`src/rtl/z2_cycle_ctrl_pkg.sv`:
```
// rtl/z2_cycle_ctrl_pkg.sv - shared Zorro II cycle state encoding
package z2_cycle_ctrl_pkg;

    typedef enum logic [1:0] {
        Z2_IDLE  = 2'd0,
        Z2_START = 2'd1,
        Z2_DATA  = 2'd2,
        Z2_END   = 2'd3
    } z2_state_e;

endpackage

```
`src/rtl/z2_cycle_ctrl_sync.sv`:
```
// rtl/z2_cycle_ctrl_sync.sv - flop-chain synchroniser for asynchronous 68k strobes, resets to 1
module z2_sync #(
    parameter int DEPTH = 2
) (
    input  logic clk,
    input  logic rst,
    input  logic d,
    output logic q
);

    logic [DEPTH-1:0] stage_q;
    logic [DEPTH-1:0] stage_d;

    always_comb begin
        stage_d = {stage_q[DEPTH-2:0], d};
    end

    // Strobes are active-low, so reset to the negated level.
    always_ff @(posedge clk) begin
        if (rst) begin
            stage_q <= '1;
        end else begin
            stage_q <= stage_d;
        end
    end

    assign q = stage_q[DEPTH-1];

endmodule

```
`src/rtl/z2_cycle_ctrl.sv`:
```
// rtl/z2_cycle_ctrl.sv - Zorro II slave cycle controller: strobe sync, DTACK arbitration, timeout and abort
module z2_cycle_ctrl
    import z2_cycle_ctrl_pkg::*;
#(
    parameter int                     NUM_TARGETS    = 5,
    parameter int                     SYNC_STAGES    = 2,
    parameter logic [NUM_TARGETS-1:0] IMMED_MASK     = 5'b10010,
    parameter int                     TIMEOUT_CYCLES = 64,
    parameter int                     TIMEOUT_W      = $clog2(TIMEOUT_CYCLES + 1)
) (
    input  logic                   MEMCLK,
    input  logic                   RESET,
    input  logic                   AS_n,
    input  logic                   UDS_n,
    input  logic                   LDS_n,
    input  logic                   RW,
    input  logic [NUM_TARGETS-1:0] sel,
    input  logic [NUM_TARGETS-1:0] ready,
    output logic                   as_n_sync,
    output logic                   uds_n_sync,
    output logic                   lds_n_sync,
    output logic                   rw_sync,
    output logic [1:0]             z2_state,
    output logic [NUM_TARGETS-1:0] tgt_onehot,
    output logic                   dtack,
    output logic                   timeout
);

    localparam logic [TIMEOUT_W-1:0] CNT_LAST = TIMEOUT_W'(TIMEOUT_CYCLES - 1);

    // AS_n gets one extra stage so the data strobes are never seen ahead of it.
    z2_sync #(.DEPTH(SYNC_STAGES + 1)) u_sync_as  (.clk(MEMCLK), .rst(RESET), .d(AS_n),  .q(as_n_sync));
    z2_sync #(.DEPTH(SYNC_STAGES))     u_sync_uds (.clk(MEMCLK), .rst(RESET), .d(UDS_n), .q(uds_n_sync));
    z2_sync #(.DEPTH(SYNC_STAGES))     u_sync_lds (.clk(MEMCLK), .rst(RESET), .d(LDS_n), .q(lds_n_sync));
    z2_sync #(.DEPTH(SYNC_STAGES))     u_sync_rw  (.clk(MEMCLK), .rst(RESET), .d(RW),    .q(rw_sync));

    z2_state_e              state_q, state_d;
    logic [NUM_TARGETS-1:0] tgt_q, tgt_d;
    logic                   dtack_q, dtack_d;
    logic                   timeout_q, timeout_d;
    logic [TIMEOUT_W-1:0]   cnt_q, cnt_d;

    logic [NUM_TARGETS-1:0] sel_low;
    logic                   ack;

    // Lowest-index hit wins when decoders overlap.
    always_comb begin
        sel_low = '0;
        for (int i = NUM_TARGETS - 1; i >= 0; i--) begin
            if (sel[i]) begin
                sel_low    = '0;
                sel_low[i] = 1'b1;
            end
        end
    end

    assign ack = |(tgt_q & (ready | IMMED_MASK));

    always_comb begin
        state_d   = state_q;
        tgt_d     = tgt_q;
        dtack_d   = dtack_q;
        timeout_d = 1'b0;
        cnt_d     = cnt_q;
        case (state_q)
            Z2_IDLE: begin
                if (!as_n_sync && |sel) begin
                    tgt_d   = sel_low;
                    cnt_d   = '0;
                    state_d = Z2_START;
                end
            end
            Z2_START, Z2_DATA: begin
                // Abort beats ack, and ack beats timeout.
                if (as_n_sync) begin
                    tgt_d   = '0;
                    dtack_d = 1'b0;
                    state_d = Z2_IDLE;
                end else if (state_q == Z2_DATA && ack) begin
                    dtack_d = 1'b1;
                    state_d = Z2_END;
                end else if (cnt_q == CNT_LAST) begin
                    timeout_d = 1'b1;
                    state_d   = Z2_END;
                end else begin
                    cnt_d = cnt_q + 1'b1;
                    if (state_q == Z2_START && (!uds_n_sync || !lds_n_sync)) begin
                        state_d = Z2_DATA;
                    end
                end
            end
            Z2_END: begin
                if (as_n_sync) begin
                    dtack_d = 1'b0;
                    tgt_d   = '0;
                    state_d = Z2_IDLE;
                end
            end
            default: begin
                state_d = Z2_IDLE;
            end
        endcase
    end

    always_ff @(posedge MEMCLK) begin
        if (RESET) begin
            state_q   <= Z2_IDLE;
            tgt_q     <= '0;
            dtack_q   <= 1'b0;
            timeout_q <= 1'b0;
            cnt_q     <= '0;
        end else begin
            state_q   <= state_d;
            tgt_q     <= tgt_d;
            dtack_q   <= dtack_d;
            timeout_q <= timeout_d;
            cnt_q     <= cnt_d;
        end
    end

    assign z2_state   = state_q;
    assign tgt_onehot = tgt_q;
    assign dtack      = dtack_q;
    assign timeout    = timeout_q;

endmodule

```
`config.mk`:
```
export PLATFORM = sky130hd
export DESIGN_NAME = z2_cycle_ctrl
export DESIGN_NICKNAME = d
export VERILOG_FILES = /design/src/rtl/z2_cycle_ctrl_pkg.sv /design/src/rtl/z2_cycle_ctrl_sync.sv /design/src/rtl/z2_cycle_ctrl.sv
export SDC_FILE = /design/constraint.sdc
export NUM_CORES = 1
export LEC_CHECK = 0
export CORE_MARGIN = 3
export CORE_UTILIZATION = 52
export CTS_CLUSTER_SIZE = 16
export DETAILED_ROUTE_END_ITERATION = 6
export GPL_TIMING_DRIVEN = 0
export PLACE_DENSITY_LB_ADDON = 0.08
export RECOVER_POWER = 50
export SLEW_MARGIN = 25
export SYNTH_ARGS = -nofsm -noshare
export SYNTH_HDL_FRONTEND = slang
export SYNTH_SLANG_ARGS = --single-unit
```
`constraint.sdc`:
```
create_clock -name MEMCLK -period 3.5 [get_ports MEMCLK]
set_input_delay 0.525 -clock MEMCLK [delete_from_list [all_inputs] [get_ports MEMCLK]]
set_output_delay 0.525 -clock MEMCLK [all_outputs]
set_load 0.05 [all_outputs]
```
==> impl_metrics.py <==
metrics = {
    "run_status": {
        "outcome": "finished, final reports clean",
    },
    "drt": {
        "vias": 1189,
        "drt_iter0_drc": 29,
        "firstDrtPassIters": 4,
        "postRouteAntennaNets": 0,
        "post_drt_via_cell_ratio": 5.89,
        "drcViolationCount": 0,
        "wl_um": 2810,
        "avgRoutedWirePerCell_um": 13.9,
    },
    "finish": {
        "area_growth_pct": 25.7,
        "n_antenna_cell": 0,
        "final_util": 0.694,
        "n_fill_cell": 182,
        "drive_gt1_frac": 0.0977,
        "final_area_um2": 1550,
        "final_nets": 197,
    },
    "power": {
        "power_leakage_nw": 0.558,
        "ir_drop_uv": 279,
        "power_density_nw_per_um2": 417,
    },
    "setup_path": {
        "worstSetupPathType": "primary input to register",
        "cp_num_buf_inv": 1,
        "cp.arrival_ns": 2.73,
        "crit_path_end_kind": "register",
        "cp_top_family": "simple AND/OR/NAND/NOR gates",
        "crit_chain": "dlygate4sd3_1, nor4_1, a21oi_1, nor2_1, or4_1, a31oi_1",
        "cp_slowest_stage_delay_ns": 0.65,
        "crit_required_ns": 3.70,
        "critPathSlowestCell": "nor4_1",
        "worstSetupStartpointType": "primary input",
        "crit_fanout": 8,
    },
    "place": {
        "place.gp.congestion": 0.941,
        "dp_hpwl_um": 2090,
        "portBuffers": 26,
        "dpl_cell_area_um2": 1530,
    },
    "sta": {
        "finalHoldViolations": 0,
        "finClkSkew_ns": 0.00991,
        "max_slew_margin": 0.528,
        "tightest_slew_ns": 0.702,
        "drv_slew": 0,
        "period_share": 0.724,
        "setup_viol_count_final": 0,
        "max_freq_mhz": 395,
        "tns_ns": 0,
        "rsz0062_at_grt": "no",
        "finalCriticalPeriod_ns": 2.53,
    },
    "min_path": {
        "min_path_type": "register to register",
    },
    "floorplanning": {
        "die_w_um": 54.7,
        "coreArea_um2": 2230,
        "die_y_um": 54.7,
        "rows": 17,
        "die_area_um2": 2990,
        "start_util": 0.552,
        "io_pins": 29,
    },
    "clocking": {
        "cts_resized": 0,
        "cts_hold_buf": 0,
        "cts_tree": "done",
        "max-clock-path-buffers": 2,
        "path_clk_slew_ns": 0.14,
        "worstSkewPairLatency_ns": 0.33,
        "clockRootBuffer": "clkbuf_4",
        "cts_sinks": 25,
        "numCtsBuffers": 3,
        "h-tree-depth": 1,
        "cts_setup_buffers": 0,
    },
    "synth": {
        "ys_async_sr_fraction": 0,
        "synthCells": 144,
        "synth-seq-cells": 25,
        "ys_seq_area_frac": 0.406,
        "synthesis.area_um2": 1230,
        "synth-edff-count": 0,
        "ys_types": 36,
        "synthFlopType": "dfxtp_1",
        "ys_warn_count": 0,
        "avgSynthCellArea_um2": 8.56,
        "syn_nets": 166,
    },
    "global_route": {
        "grt_max_degree": 16,
        "grt_pass1_wl_um": 4350,
        "antenna_found_initial": 0,
        "grt_pass1_vias": 1026,
        "grt_overflow": 0,
        "grtUsageTotal": 0.200,
    },
    "run": {
        "maxCapViolations": 0,
    },
}
## where the power goes
group	switching, mW	leakage, nW	total [mW]	internal (mW)
combinational	0.133	0.340	0.204	0.0711
clock	0.0892	0.0139	0.133	0.0438
sequential	0.0103	0.204	0.310	0.299
## worst reg2reg max path: cells and delay by family, from the launching register on
family / cells / cell delay, ns
buffers and inverters: 1 / 0.12
adder cells (fa/ha/maj): 1 / 0.43
AO/OA/AOI/OAI: 2 / 0.45
AND/OR/NAND/NOR: 3 / 0.73
flip-flops: 1 / 0.43
## cell type report
cell class	instances	area, µm²	area share
Multi-Input combinational cell	107	677	0.437
Sequential cell	25	500	0.323
Timing Repair Buffer	26	260	0.168
Tap cell	28	35.0	0.0226
Buffer	6	23.8	0.0153
Clock buffer	3	22.5	0.0145
Inverter	6	22.5	0.0145
Clock inverter	1	7.51	0.00485
## cells in the mapped netlist, types with 3 or more instances
cell type / instances / area, µm²
nand4_1: 3 / 18.8
nor3_1: 4 / 20.0
or2_2: 9 / 56.3
ha_1: 6 / 75.1
a31oi_1: 6 / 37.5
nand3_1: 8 / 40.0
dfxtp_1: 25 / 500
a21oi_1: 12 / 60.1
clkbuf_1: 5 / 18.8
nand2_1: 9 / 33.8
inv_1: 6 / 22.5
o21ai_0: 9 / 45.0
nor2_1: 7 / 26.3
a211oi_1: 4 / 30.0
nand2b_1: 4 / 25.0
## through the flow
stage	instances	total power, mW	hold WS, ns	worst slack [ns]
after global routing	202	0.682	0.434	0.784
after CTS	202	0.657	0.428	1.31
after global placement	198	0.517	0.391	1.15
after detailed placement	198	0.522	0.394	1.12
final	202	0.647	0.426	0.966
after floorplan	144	0.453	0.389	1.21
## routing by layer
| metal | GRT usage | vias up | routed length [µm] |
|---|---|---|---|
| li1 | - | 581 | - |
| met2 | 0.325 | 54 | 1320 |
| met4 | 0.108 | 0 | 74 |
| met3 | 0.0436 | 13 | 198 |
| met1 | 0.241 | 541 | 1220 |
| met5 | 0 | - | 0 |
## cells in the final DEF, fill, tap and decap left out, types with 2 or more instances in the layout
| cell | instances |
|---|---|
| or4_1 | 2 |
| and3_1 | 2 |
| ha_1 | 6 |
| nand4_1 | 3 |
| nor2_1 | 8 |
| or2_2 | 9 |
| nand2_1 | 9 |
| nand3_1 | 8 |
| o211ai_1 | 2 |
| clkbuf_1 | 5 |
| nand2b_1 | 4 |
| mux2i_1 | 2 |
| nand4b_1 | 2 |
| a211oi_1 | 4 |
| clkbuf_4 | 3 |
| a31oi_1 | 6 |
| clkdlybuf4s50_1 | 20 |
| a21oi_1 | 12 |
| dlygate4sd3_1 | 6 |
| o21ai_0 | 10 |
| nor2b_1 | 2 |
| nor3_1 | 4 |
| inv_1 | 6 |
| dfxtp_1 | 25 |
## registers in the layout, indices dropped and copies added (netlist names)
| signal | cells |
|---|---|
| u_sync_rw.stage_q | 2 |
| u_sync_lds.stage_q | 2 |
| tgt_onehot | 5 |
| cnt_q | 7 |
| u_sync_as.stage_q | 3 |
| timeout | 1 |
| z2_state | 2 |
| dtack | 1 |
| u_sync_uds.stage_q | 2 |
## final timing paths
| kind | startpoint | to | slack (ns) | depth (start not counted) |
|---|---|---|---|---|
| worst min register to register | u_sync_as.stage_q[1]$_SDFF_PP1_ | u_sync_as.stage_q[2]$_SDFF_PP1_ | 0.43 | 1 |
| worst max-delay path | sel[2] | cnt_q[3]$_SDFFE_PP0P_ | 0.97 | 6 |
| worst max register to register | z2_state[1]$_SDFFE_PP0P_ | cnt_q[3]$_SDFFE_PP0P_ | 1.27 | 7 |
| worst min-delay path | u_sync_as.stage_q[1]$_SDFF_PP1_ | u_sync_as.stage_q[2]$_SDFF_PP1_ | 0.43 | 1 |
## cell families (layout without fill, tap and decap cells)
kind of cell	after synthesis	after routing	synth area share
AND/OR/NAND/NOR	57	57	0.262
AO/OA/AOI/OAI	42	42	0.217
buffers and inverters	12	42	0.0376
flip-flops	25	25	0.406
adder cells (fa/ha/maj)	6	6	0.0609
multiplexers	2	2	0.0162
No activity file was read; power rests on OpenSTA's default activity.
